--- src/rtl/branch_resolver_pkg.sv ---
// Shared types for the branch resolver: queued prediction entry, FSM states
// and the direction/target mispredict test applied to the head entry.
package branch_resolver_pkg;

  localparam int ENTRY_XLEN = 32;

  typedef struct packed {
    logic                  taken;
    logic [ENTRY_XLEN-1:0] target;
    logic [ENTRY_XLEN-1:0] fallthru;
  } entry_t;

  typedef enum logic {
    NORMAL = 1'b0,
    FLUSH  = 1'b1
  } state_e;

  // A taken/taken pair only mispredicts when the computed target differs.
  function automatic logic is_mispredict(input entry_t                head,
                                         input logic                  res_taken,
                                         input logic [ENTRY_XLEN-1:0] res_target);
    return (res_taken != head.taken) ||
           (res_taken && head.taken && (res_target != head.target));
  endfunction

endpackage

--- src/rtl/branch_queue.sv ---
// In-order FIFO of in-flight predictions with push, pop and a clear that wins
// over both. Pointers wrap naturally; occupancy is tracked separately.
module branch_queue #(
  parameter  int DEPTH = 4,
  parameter  int W     = 65,
  localparam int PW    = $clog2(DEPTH),
  localparam int CW    = $clog2(DEPTH + 1)
) (
  input  logic          clk,
  input  logic          rst,
  input  logic          push,
  input  logic          pop,
  input  logic          clear,
  input  logic [W-1:0]  wdata,
  output logic [W-1:0]  rdata,
  output logic [CW-1:0] count,
  output logic          full,
  output logic          empty
);

  logic [W-1:0]  mem_q [DEPTH];
  logic [W-1:0]  mem_d [DEPTH];
  logic [PW-1:0] wr_ptr_q, wr_ptr_d;
  logic [PW-1:0] rd_ptr_q, rd_ptr_d;
  logic [CW-1:0] count_q, count_d;
  logic          do_push, do_pop;

  assign full    = (count_q == CW'(DEPTH));
  assign empty   = (count_q == '0);
  assign count   = count_q;
  assign rdata   = mem_q[rd_ptr_q];
  assign do_push = push && !full;
  assign do_pop  = pop && !empty;

  always_comb begin
    mem_d    = mem_q;
    wr_ptr_d = wr_ptr_q;
    rd_ptr_d = rd_ptr_q;
    count_d  = count_q;
    if (clear) begin
      wr_ptr_d = '0;
      rd_ptr_d = '0;
      count_d  = '0;
    end else begin
      if (do_push) begin
        mem_d[wr_ptr_q] = wdata;
        wr_ptr_d        = wr_ptr_q + PW'(1);
      end
      if (do_pop) begin
        rd_ptr_d = rd_ptr_q + PW'(1);
      end
      if (do_push && !do_pop) begin
        count_d = count_q + CW'(1);
      end else if (!do_push && do_pop) begin
        count_d = count_q - CW'(1);
      end
    end
  end

  always_ff @(posedge clk) begin
    if (rst) begin
      wr_ptr_q <= '0;
      rd_ptr_q <= '0;
      count_q  <= '0;
    end else begin
      wr_ptr_q <= wr_ptr_d;
      rd_ptr_q <= rd_ptr_d;
      count_q  <= count_d;
    end
  end

  // Payload storage needs no reset: entries are only read when counted valid.
  always_ff @(posedge clk) begin
    mem_q <= mem_d;
  end

endmodule

--- src/rtl/branch_resolver.sv ---
// Checks fetch-time predictions against EX outcomes, oldest first; on a
// mispredict it pulses redirect/flush for one cycle and spends one FLUSH cycle.
//
// Handshakes: a prediction transfers on a cycle where pred_valid && pred_ready;
// a resolution is accepted whenever res_valid is high in NORMAL with a non-empty
// queue. Neither side may retract information once presented for its cycle.
module branch_resolver
  import branch_resolver_pkg::*;
#(
  parameter  int DEPTH = 4,
  parameter  int XLEN  = ENTRY_XLEN,
  localparam int CW    = $clog2(DEPTH + 1)
) (
  input  logic            clk,
  input  logic            rst,
  input  logic            pred_valid,
  input  logic            pred_taken,
  input  logic [XLEN-1:0] pred_target,
  input  logic [XLEN-1:0] pred_fallthru,
  output logic            pred_ready,
  input  logic            res_valid,
  input  logic            res_taken,
  input  logic [XLEN-1:0] res_target,
  output logic            redirect_valid,
  output logic [XLEN-1:0] redirect_pc,
  output logic            flush,
  output logic            upd_valid,
  output logic            upd_taken,
  output logic [CW-1:0]   inflight,
  output logic [31:0]     mispredict_count,
  output logic            err_underflow
);

  state_e          state_q, state_d;
  logic            redirect_valid_q, redirect_valid_d;
  logic [XLEN-1:0] redirect_pc_q, redirect_pc_d;
  logic            flush_q, flush_d;
  logic            upd_valid_q, upd_valid_d;
  logic            upd_taken_q, upd_taken_d;
  logic [31:0]     mispredict_count_q, mispredict_count_d;
  logic            err_underflow_q, err_underflow_d;

  logic            q_push, q_pop, q_clear, q_full, q_empty;
  logic [CW-1:0]   q_count;
  entry_t          wr_entry, head;
  logic [$bits(entry_t)-1:0] q_rdata;

  assign wr_entry = '{taken: pred_taken, target: pred_target, fallthru: pred_fallthru};
  assign head     = entry_t'(q_rdata);

  branch_queue #(.DEPTH(DEPTH), .W($bits(entry_t))) u_queue (
    .clk   (clk),
    .rst   (rst),
    .push  (q_push),
    .pop   (q_pop),
    .clear (q_clear),
    .wdata (wr_entry),
    .rdata (q_rdata),
    .count (q_count),
    .full  (q_full),
    .empty (q_empty)
  );

  assign pred_ready = (state_q == NORMAL) && !q_full;

  always_comb begin
    state_d            = state_q;
    redirect_valid_d   = 1'b0;
    redirect_pc_d      = redirect_pc_q;
    flush_d            = 1'b0;
    upd_valid_d        = 1'b0;
    upd_taken_d        = upd_taken_q;
    mispredict_count_d = mispredict_count_q;
    err_underflow_d    = err_underflow_q;
    q_pop              = 1'b0;
    q_clear            = 1'b0;
    case (state_q)
      NORMAL: begin
        if (res_valid) begin
          if (q_empty) begin
            err_underflow_d = 1'b1;
          end else begin
            upd_valid_d = 1'b1;
            upd_taken_d = res_taken;
            if (is_mispredict(head, res_taken, res_target)) begin
              state_d          = FLUSH;
              redirect_valid_d = 1'b1;
              flush_d          = 1'b1;
              redirect_pc_d    = res_taken ? res_target : head.fallthru;
              q_clear          = 1'b1;
              if (mispredict_count_q != 32'hFFFF_FFFF) begin
                mispredict_count_d = mispredict_count_q + 32'd1;
              end
            end else begin
              q_pop = 1'b1;
            end
          end
        end
      end
      FLUSH: begin
        state_d = NORMAL;
      end
      default: begin
        state_d = NORMAL;
      end
    endcase
    // A push racing a mispredicting pop is on the wrong path.
    q_push = pred_valid && pred_ready && !q_clear;
  end

  always_ff @(posedge clk) begin
    if (rst) begin
      state_q            <= NORMAL;
      redirect_valid_q   <= 1'b0;
      redirect_pc_q      <= '0;
      flush_q            <= 1'b0;
      upd_valid_q        <= 1'b0;
      upd_taken_q        <= 1'b0;
      mispredict_count_q <= '0;
      err_underflow_q    <= 1'b0;
    end else begin
      state_q            <= state_d;
      redirect_valid_q   <= redirect_valid_d;
      redirect_pc_q      <= redirect_pc_d;
      flush_q            <= flush_d;
      upd_valid_q        <= upd_valid_d;
      upd_taken_q        <= upd_taken_d;
      mispredict_count_q <= mispredict_count_d;
      err_underflow_q    <= err_underflow_d;
    end
  end

  assign redirect_valid   = redirect_valid_q;
  assign redirect_pc      = redirect_pc_q;
  assign flush            = flush_q;
  assign upd_valid        = upd_valid_q;
  assign upd_taken        = upd_taken_q;
  assign inflight         = q_count;
  assign mispredict_count = mispredict_count_q;
  assign err_underflow    = err_underflow_q;

endmodule

--- config.mk ---
export PLATFORM = sky130hd
export DESIGN_NAME = branch_resolver
export DESIGN_NICKNAME = d
export VERILOG_FILES = /design/src/rtl/branch_resolver_pkg.sv /design/src/rtl/branch_queue.sv /design/src/rtl/branch_resolver.sv
export SDC_FILE = /design/constraint.sdc
export NUM_CORES = 1
export LEC_CHECK = 0
export ABC_AREA = 1
export BUFFER_PORTS_ARGS = -buffer_cell sky130_fd_sc_hd__buf_2
export CORE_ASPECT_RATIO = 0.8
export CORE_MARGIN = 4
export CORE_UTILIZATION = 40
export DETAILED_ROUTE_END_ITERATION = 6
export PLACE_DENSITY = 0.55
export SYNTH_ARGS = -nofsm -noshare
export SYNTH_HDL_FRONTEND = slang
export SYNTH_HIERARCHICAL = 1
export SYNTH_SLANG_ARGS = --single-unit
--- constraint.sdc ---
create_clock -name clk -period 8.97 [get_ports clk]
set_input_delay 1.794 -clock clk [delete_from_list [all_inputs] [get_ports clk]]
set_output_delay 1.794 -clock clk [all_outputs]
set_load 0.02 [all_outputs]
=== Word level (Yosys, flattened, before mapping) ===
Cells that the tools add are included.

* Flip-flop bits (word level): 336
* Input bits: 102
* Output and inout bits: 73

* Add/sub/neg operators: 5
* Order comparisons: 3
* Eq/ne operators: 4
* Mux-type cells: 19
* Bitwise gates (word level): 6
* Reductions and logical operators: 25

{| class="wikitable"
|+ Operator list
! kind !! number
|-
| bitwise mux 260 bit || 1
|-
| two-way mux 65 bit || 3
|-
| binary-select mux 65 bit (select 2 bit) || 1
|-
| demux 65 bit (select 2 bit) || 1
|-
| adder 32 x 1 -> 32 bit (second input constant) || 1
|-
| two-way mux 32 bit || 1
|-
| != test 32 bit || 1
|-
| != test 32 bit (second input constant) || 1
|-
| logical AND 1 bit || 10
|-
| two-way mux 1 bit || 9
|-
| greater-or-equal comparator 3 bit (second input constant) || 2
|-
| two-way mux 3 bit || 2
|-
| inverter 2 -> 3 bit || 2
|-
| AND reduction 3 bit || 2
|-
| logical NOT 1 bit || 5
|-
| AND reduction 5 bit || 1
|-
| adder 2 x 1 -> 2 bit (second input constant) || 2
|-
| inverter 1 bit || 4
|-
| AND reduction 4 bit || 1
|-
| adder 3 x 1 -> 3 bit (second input constant) || 1
|-
| == test 3 bit (second input constant) || 1
|-
| logical NOT 3 bit || 1
|-
| less-than comparator 3 x 1 -> 1 bit (second input constant) || 1
|-
| OR reduction 3 bit || 1
|-
| other kinds (7) || 7
|}

=== Logic depth before layout (Yosys ltp) ===
Gate-level depths: netlist of the first run.

* Word-level depth: 18
* Gate-level depth with buffers: 31
* Depth with buffers taken out: 27

=== Modules after synthesis ===
The synthesis of the first run kept the hierarchy.

{| class="wikitable"
|+ Modules (own cells, without submodules)
! module !! times used !! cells each !! area each (um^2)
|-
| branch_queue || 1 || 697 || 10764.1
|-
| branch_resolver || 1 || 659 || 4295.4
|}

=== Least setup slack after synthesis of the first run ===
No wires, ideal clock.

* Path kind: input -> register
* From: input res_target[19]
* To: register u_queue/mem_q[0] (netlist bit), enable pin
* Setup time: 0.488 ns
* Data arrival time: 6.081 ns
* Required time: 8.482 ns
* Path slack: 2.401 ns
* Cell stages on the path: 18
* Path buffers: 1
* Path through: inv_1 > nand2_1 > nand2_1 > nand2_1 > nor2_1 > nand2_1 > nor2_1 > nand2_1 > nand2_1 > nand2_1 > nand2_1 > inv_2 > buf_2 > nor2_1 > inv_1 > nor2_1 > nand2_1 > nor2_1

* Word-level cells in the longest chain between the ends: 11
* Elaborated cells between the ends (all ways): 12
* Those cells by class: 1 x eq/ne; 4 x mux; 1 x bitwise; 6 x reduce/logical

{| class="wikitable"
|+ Ends and longest elaborated chain
! item !! RTL line !! source
|-
| start, declared || branch_resolver.sv:23 || <nowiki>input logic [XLEN-1:0] res_target,</nowiki>
|-
| != test 32 bit || branch_resolver_pkg.sv:23 || <nowiki>(res_taken && head.taken && (res_target != head.target));</nowiki>
|-
| logical AND 1 bit || branch_resolver_pkg.sv:23 ||
|-
| logical OR 1 bit || branch_resolver_pkg.sv:22 || <nowiki>return (res_taken != head.taken) ||</nowiki>
|-
| two-way mux 1 bit || branch_resolver.sv:85 || <nowiki>if (is_mispredict(head, res_taken, res_target)) begin</nowiki>
|-
| two-way mux 1 bit || -- ||
|-
| two-way mux 1 bit || branch_resolver.sv:79 || <nowiki>if (res_valid) begin</nowiki>
|-
| two-way mux 1 bit || -- ||
|-
| logical NOT 1 bit || branch_resolver.sv:108 || <nowiki>q_push = pred_valid && pred_ready && !q_clear;</nowiki>
|-
| logical AND 1 bit || branch_resolver.sv:108 ||
|-
| named net q_push || branch_resolver.sv:43 || <nowiki>logic q_push, q_pop, q_clear, q_full, q_empty;</nowiki>
|-
| logical AND 1 bit || branch_queue.sv:32 || <nowiki>assign do_push = push && !full;</nowiki>
|-
| named net u_queue.do_push || branch_queue.sv:26 || <nowiki>logic do_push, do_pop;</nowiki>
|-
| AND reduction 2 bit (no line) || -- ||
|-
| end signal, assigned || branch_queue.sv:74 || <nowiki>mem_q <= mem_d;</nowiki>
|-
| end, declared || branch_queue.sv:21 || <nowiki>logic [W-1:0] mem_q [DEPTH];</nowiki>
|}

The timed path passes the listed nets, and every way through them passes these cells.
A chain may end at the register's enable or synchronous reset.

==> impl_metrics.env, run 1 <==
export IMPL_ant_nets=0
export IMPL_combPwrFrac_pct=23.6
export IMPL_worst_path_buf_inv=6
export IMPL_clkLatencyLatePin_ns=0.54
export IMPL_cts_tree="done"
export IMPL_power_frac_seq_pct=45.5
export IMPL_use_met3_pct=4.72
export IMPL_wl_um=38900
export IMPL_die_w_um=225
export IMPL_fmax_ghz=0.160
export IMPL_synth_edff_count=260
export IMPL_wl_per_cell_um=19.2
export IMPL_met2_usage_pct=27.0
export IMPL_p_switching_mw=1.44
export IMPL_crit_slowest_cell="nor2_4"
export IMPL_hold_path_class="flip-flop to flip-flop"
export IMPL_max_slew_margin_pct=29.3
export IMPL_track_usage_pct=18.8
export IMPL_postCtsHoldBufs=0
export IMPL_clockBufferDepth=3
export IMPL_syn_to_final_growth_pct=15.4
export IMPL_intPower_mw=3.13
export IMPL_path_max_fanout=74
export IMPL_hold_ws_ns=0.467
export IMPL_synth_yosys_seq_area_share_pct=61.8
export IMPL_drc=0
export IMPL_cts_setup_buffers=0
export IMPL_rsz0062_at_grt="false"
export IMPL_fillers=3406
export IMPL_dieArea_sq_um=40800
export IMPL_critical_path_most_common_cell="nand2_1"
export IMPL_synthArstFlopShare_pct=0
export IMPL_drt_iter0_markers=874
export IMPL_fin_crit_sh_pct=69.6
export IMPL_syn_area_sq_um=15100
export IMPL_io_buffers=174
export IMPL_status="complete, no violations"
export IMPL_cpPeakStageDelay_ns=0.87
export IMPL_grt_busiest_layer="met1"
export IMPL_tns_ns=0
export IMPL_die_y_um=182
export IMPL_yosysTopAreaCellShare_pct=51.8
export IMPL_place_congestion=0.922
export IMPL_drive_above_1_share_pct=23.1
export IMPL_grt_overflow_total=0
export IMPL_start_util_pct=40.6
export IMPL_cp_data_arrival_time_ns=6.43
export IMPL_ys_types=37
export IMPL_pre_cts_ws_ns=2.75
export IMPL_h_tree_depth=2
export IMPL_layout_nets=1622
export IMPL_ys_ff_latch=335
export IMPL_root_buffer="clkbuf_16"
export IMPL_synthTopCellsByArea="edfxtp_1 52%, dfxtp_1 10%, nand2_1 5.9%"
export IMPL_crit_family="simple AND/OR/NAND/NOR gates"
export IMPL_maxCapViolCount=0
export IMPL_antenna_found_initial=5
export IMPL_fin_total_pwr_mw=4.57
export IMPL_final_max_slew_viol_count=0
export IMPL_post_route_min_period_ns=6.24
export IMPL_vias_per_cell=5.04
export IMPL_grt_pass1_vias=9758
export IMPL_setup_violations_final=0
export IMPL_p_per_area_nw_per_um2=263
export IMPL_finalClockSkew_ns=0.0284
export IMPL_power_frac_clock_pct=30.9
export IMPL_numCtsBuffers=36
export IMPL_cp_required_ns=9.16
export IMPL_use_met1_pct=28.7
export IMPL_syn_avg_cell_area_sq_um=11.1
export IMPL_core_sq_um=37100
export IMPL_synthCells=1356
export IMPL_vdd_drop_max_uv=156
export IMPL_yosysTopAreaCell="edfxtp_1"
export IMPL_dr_pass1_iters=6
export IMPL_syn_nets=1466
export IMPL_start_kind="flip-flop"
export IMPL_dp_hpwl_um=25900
export IMPL_cp_end_kind="flip-flop"
export IMPL_cts_sinks=335
export IMPL_path_class="flip-flop to flip-flop"
export IMPL_synth_most_common_cell="edfxtp_1"
export IMPL_synthFlopType="edfxtp_1"
export IMPL_crit_chain="inv_6 -> buf_4 -> o21ai_0 -> o22ai_2 -> xnor2_1 -> nand2_1 -> nor2_1 -> nand2_1 -> nor2_1 -> nand2_1 -> nand2_1 -> nand2_1 -> buf_4 -> nand2_1 -> inv_2 -> nor2_1 -> inv_1 -> nor2_1 -> nand2_1 -> nor2_4 -> buf_4"
export IMPL_io_pins=175
export IMPL_timing_final_ws_setup_ns=2.73
export IMPL_grt_max_degree=75
export IMPL_synthTopCellsByCount="260 x edfxtp_1, 235 x nand2_1, 145 x nor2_1"
export IMPL_hold_viol=0
export IMPL_grt_pass1_wl_um=60000
export IMPL_rows=63
export IMPL_yosysWarningCount=6
export IMPL_cts_repair_resized=0
export IMPL_swShare_pct=31.6
export IMPL_p_leak_nw=6.53
export IMPL_tightest_slew_ns=1.06
export IMPL_vias=10238
export IMPL_clkTransAtPathRegs_ns=0.06
export IMPL_final_core_util_pct=46.8
through the flow:
| step | std cells | area, sq um |
|---|---|---|
| 5_1_grt | 2028 | 17400 |
| 3_5_place_dp | 1961 | 16300 |
| 6_report | 2032 | 17400 |
| 4_1_cts | 2026 | 17400 |
| 2_1_floorplan | 1356 | 15100 |
| 3_3_place_gp | 1961 | 16300 |
routing by layer:
metal	vias to the layer above	wire [um]
li1	5020	-
met1	4880	18700
met2	288	16700
met3	44	2960
met4	6	565
met5	-	23
cell type report:
cell class	count	area (sq um)	area share, %
Clock inverter	15	155	0.892
Antenna cell	6	15.0	0.0864
Clock buffer	50	953	5.48
Tap cell	487	609	3.51
Sequential cell	335	9310	53.6
Multi-Input combinational cell	852	4960	28.5
Timing Repair Buffer	191	1010	5.82
Inverter	96	365	2.10
logic make-up (layout without fill, tap and decap cells):
family / after synthesis / in the layout / synth area share, %
other: 0 / 6 / 0
AOI/OAI and AO/OA: 272 / 272 / 11.6
DFF: 335 / 335 / 61.8
buffers and inverters: 169 / 352 / 5.48
xor gates and xnor gates: 49 / 49 / 2.85
muxes: 23 / 23 / 1.53
adders and majority gates: 8 / 8 / 0.715
and+or+nand+nor: 500 / 500 / 16.0
flip-flops by register name (all words and copies together) (netlist names):
signal	flops
mispredict_count	32
upd_taken	1
upd_valid	1
u_queue/wr_ptr_q	2
u_queue/mem_q	260
u_queue/rd_ptr_q	2
u_queue/count	3
redirect_pc	32
err_underflow	1
state_q	1
path summary, 6_finish.rpt:
path | start | endpoint | slack (ns) | cells after the start
hold reg to reg | err_underflow | err_underflow | 0.47 | 2
setup / recovery | u_queue/rd_ptr_q[0] | u_queue/mem_q[17] | 2.73 | 21
setup reg to reg | u_queue/rd_ptr_q[0] | u_queue/mem_q[17] | 2.73 | 21
hold / removal | err_underflow | err_underflow | 0.47 | 2
power groups by stage:
stage | combinational [mW] | clock (mW) | sequential [mW]
2_1_floorplan | 0.692 | 0 | 2.18
3_3_place_gp | 1.08 | 0 | 2.11
3_5_place_dp | 1.09 | 0 | 2.11
4_1_cts | 1.09 | 1.45 | 2.08
5_1_grt | 1.20 | 1.52 | 2.10
6_report | 1.08 | 1.41 | 2.08
cells in the final DEF, fill, tap and decap left out, drive strengths merged:
master,synthesis,routed
edfxtp,260,260
nand2,236,236
nor2,194,194
buf,39,191
o21ai,140,140
inv,95,95
dfxtp,75,75
a21oi,67,67
o22ai,65,65
clkbuf,34,50
nand4,36,36
xnor2,33,33
mux2i,23,23
nand3,17,17
xor2,16,16
clkinv,1,14
nor3,12,12
ha,7,7
diode,0,6
nand3b,3,3
bufinv,0,2
nor3b,1,1
nor4,1,1
fa,1,1
worst register-to-register path, delay by kind of cell (launching register included):
kind	cells	cell delay [ns]
buf+inv	6	2.45
flops	1	0.53
simple gates	12	2.41
compound gates	2	0.37
xor+xnor	1	0.14
No activity file was read; power rests on OpenSTA's default activity.
==> run 2, diff against run 1 <==
clock period = 6.29 ns   (was 8.97 ns; I/O delays follow)
==> run 2 against run 1 <==
Net effect:
- utilization increased by 0.24 points
- cell area increased by 0.52%
- flip-flop and latch count unchanged
- sequential power increased by 42%
- worst hold slack improved by 0.0093 ns
- critical path type unchanged
==> impl_metrics.env, run 2 (synthesized netlist as in run 1, its figures left out) <==
export IMPL_fin_crit_sh_pct=82.9
export IMPL_die_y_um=182
export IMPL_io_buffers=174
export IMPL_path_class="flip-flop to flip-flop"
export IMPL_final_cell_mix="260 x edfxtp_1, 235 x nand2_1, 174 x buf_2"
export IMPL_largest_register_ffs=260
export IMPL_crit_family="buffers and inverters"
export IMPL_syn_to_final_growth_pct=16.0
export IMPL_dr_pass1_iters=5
export IMPL_path_max_fanout=101
export IMPL_track_usage_pct=18.8
export IMPL_hold_path_class="flip-flop to flip-flop"
export IMPL_clockBufferDepth=3
export IMPL_wl_um=39100
export IMPL_p_leak_nw=6.58
export IMPL_dp_hpwl_um=25500
export IMPL_cts_repair_resized=0
export IMPL_place_congestion=0.896
export IMPL_drc=0
export IMPL_cpPeakStageDelay_ns=0.78
export IMPL_clkTransAtPathRegs_ns=0.06
export IMPL_grt_pass1_vias=9697
export IMPL_vias=10297
export IMPL_fmax_ghz=0.192
export IMPL_dieArea_sq_um=40800
export IMPL_cp_required_ns=6.44
export IMPL_core_sq_um=37100
export IMPL_io_pins=175
export IMPL_start_kind="flip-flop"
export IMPL_max_slew_margin_pct=30.8
export IMPL_critical_path_most_common_cell="nand2_1"
export IMPL_numCtsBuffers=36
export IMPL_layout_nets=1625
export IMPL_maxCapViolCount=0
export IMPL_design_area_sq_um=17500
export IMPL_p_per_area_nw_per_um2=378
export IMPL_start_util_pct=40.6
export IMPL_rows=63
export IMPL_postCtsHoldBufs=0
export IMPL_cts_tree="done"
export IMPL_tns_ns=0
export IMPL_grt_max_degree=102
export IMPL_status="complete, no violations"
export IMPL_worst_path_buf_inv=5
export IMPL_post_route_min_period_ns=5.22
export IMPL_cp_end_kind="flip-flop"
export IMPL_finalClockSkew_ns=0.0144
export IMPL_h_tree_depth=2
export IMPL_wl_per_cell_um=19.3
export IMPL_rsz0062_at_grt="false"
export IMPL_vdd_drop_max_uv=179
export IMPL_clkLatencyLatePin_ns=0.52
export IMPL_cp_data_arrival_time_ns=5.37
export IMPL_tightest_slew_ns=1.04
export IMPL_die_w_um=225
export IMPL_root_buffer="clkbuf_16"
export IMPL_cts_sinks=335
export IMPL_ant_nets=0
export IMPL_antenna_found_initial=3
export IMPL_crit_slowest_cell="buf_4"
export IMPL_place_area_sq_um=16300
export IMPL_final_common_cell="edfxtp_1"
export IMPL_top_register="u_queue/mem_q"
export IMPL_grt_overflow_total=0
export IMPL_final_max_slew_viol_count=0
export IMPL_drive_above_1_share_pct=23.4
export IMPL_crit_chain="buf_4 -> o21ai_0 -> o22ai_1 -> xnor2_1 -> nand2_1 -> nor2_1 -> nand2_1 -> nor2_1 -> nand2_1 -> nand2_1 -> nand2_1 -> buf_4 -> nand2_1 -> inv_2 -> nor2_1 -> inv_1 -> nor2_1 -> nand2_1 -> nor2_4 -> buf_4"
export IMPL_drt_iter0_markers=752
export IMPL_vias_per_cell=5.07
export IMPL_cts_setup_buffers=0
export IMPL_grt_pass1_wl_um=59700
export IMPL_hold_viol=0
export IMPL_setup_violations_final=0
-- run 2: final timing paths --
kind | cells after the start | end | slack (ns) | from
max reg2reg | 20 | u_queue/mem_q[162] | 1.07 | u_queue/rd_ptr_q[0]
min | 2 | err_underflow | 0.48 | err_underflow
min reg2reg | 2 | err_underflow | 0.48 | err_underflow
max | 20 | u_queue/mem_q[162] | 1.07 | u_queue/rd_ptr_q[0]
-- run 2: worst min-delay path: cells and delay by family (launching register included) --
| family | cells | cell delay [ns] |
|---|---|---|
| AOI/OAI and AO/OA | 1 | 0.05 |
| and+or+nand+nor | 1 | 0.07 |
| DFF | 1 | 0.33 |
-- run 2: cell type report --
| type | count | area (sq um) |
|---|---|---|
| multi-input combinational | 852 | 4960 |
| tap | 487 | 609 |
| clock inverter | 19 | 198 |
| sequential | 335 | 9310 |
| inverter | 96 | 365 |
| antenna | 2 | 5.00 |
| fill | 3470 | 19700 |
| clock buffer | 47 | 963 |
| timing repair buffer | 194 | 1060 |
-- run 2: power by group --
group / internal [mW] / switching [mW] / leakage (nW) / total [mW]
combinational: 0.494 / 1.06 / 3.04 / 1.56
sequential: 2.82 / 0.123 / 2.98 / 2.95
clock: 1.25 / 0.853 / 0.566 / 2.10
-- run 2: layer usage --
metal  part of all wire (%)  up-vias  track usage, %  routed length (um)
met5                  0.026        -               0                  10
met2                     43      270            27.6               16900
li1                       -     5017               -                   -
met1                     49     4959            29.1               19300
met4                    1.7        2            3.99                 670
met3                    5.7       49            3.35                2210
-- run 2: through the flow --
stage,instances,setup WS [ns],hold WS (ns),utilization [%],total power [mW]
after global routing,2031,0.619,0.529,47.1,6.96
after floorplan,1356,0.257,0.503,-,4.09
final,2032,1.07,0.476,47.1,6.61
after CTS,2030,1.02,0.481,47.1,6.69
after detailed placement,1964,1.05,0.466,43.9,4.57
after global placement,1964,1.16,0.455,43.9,4.56
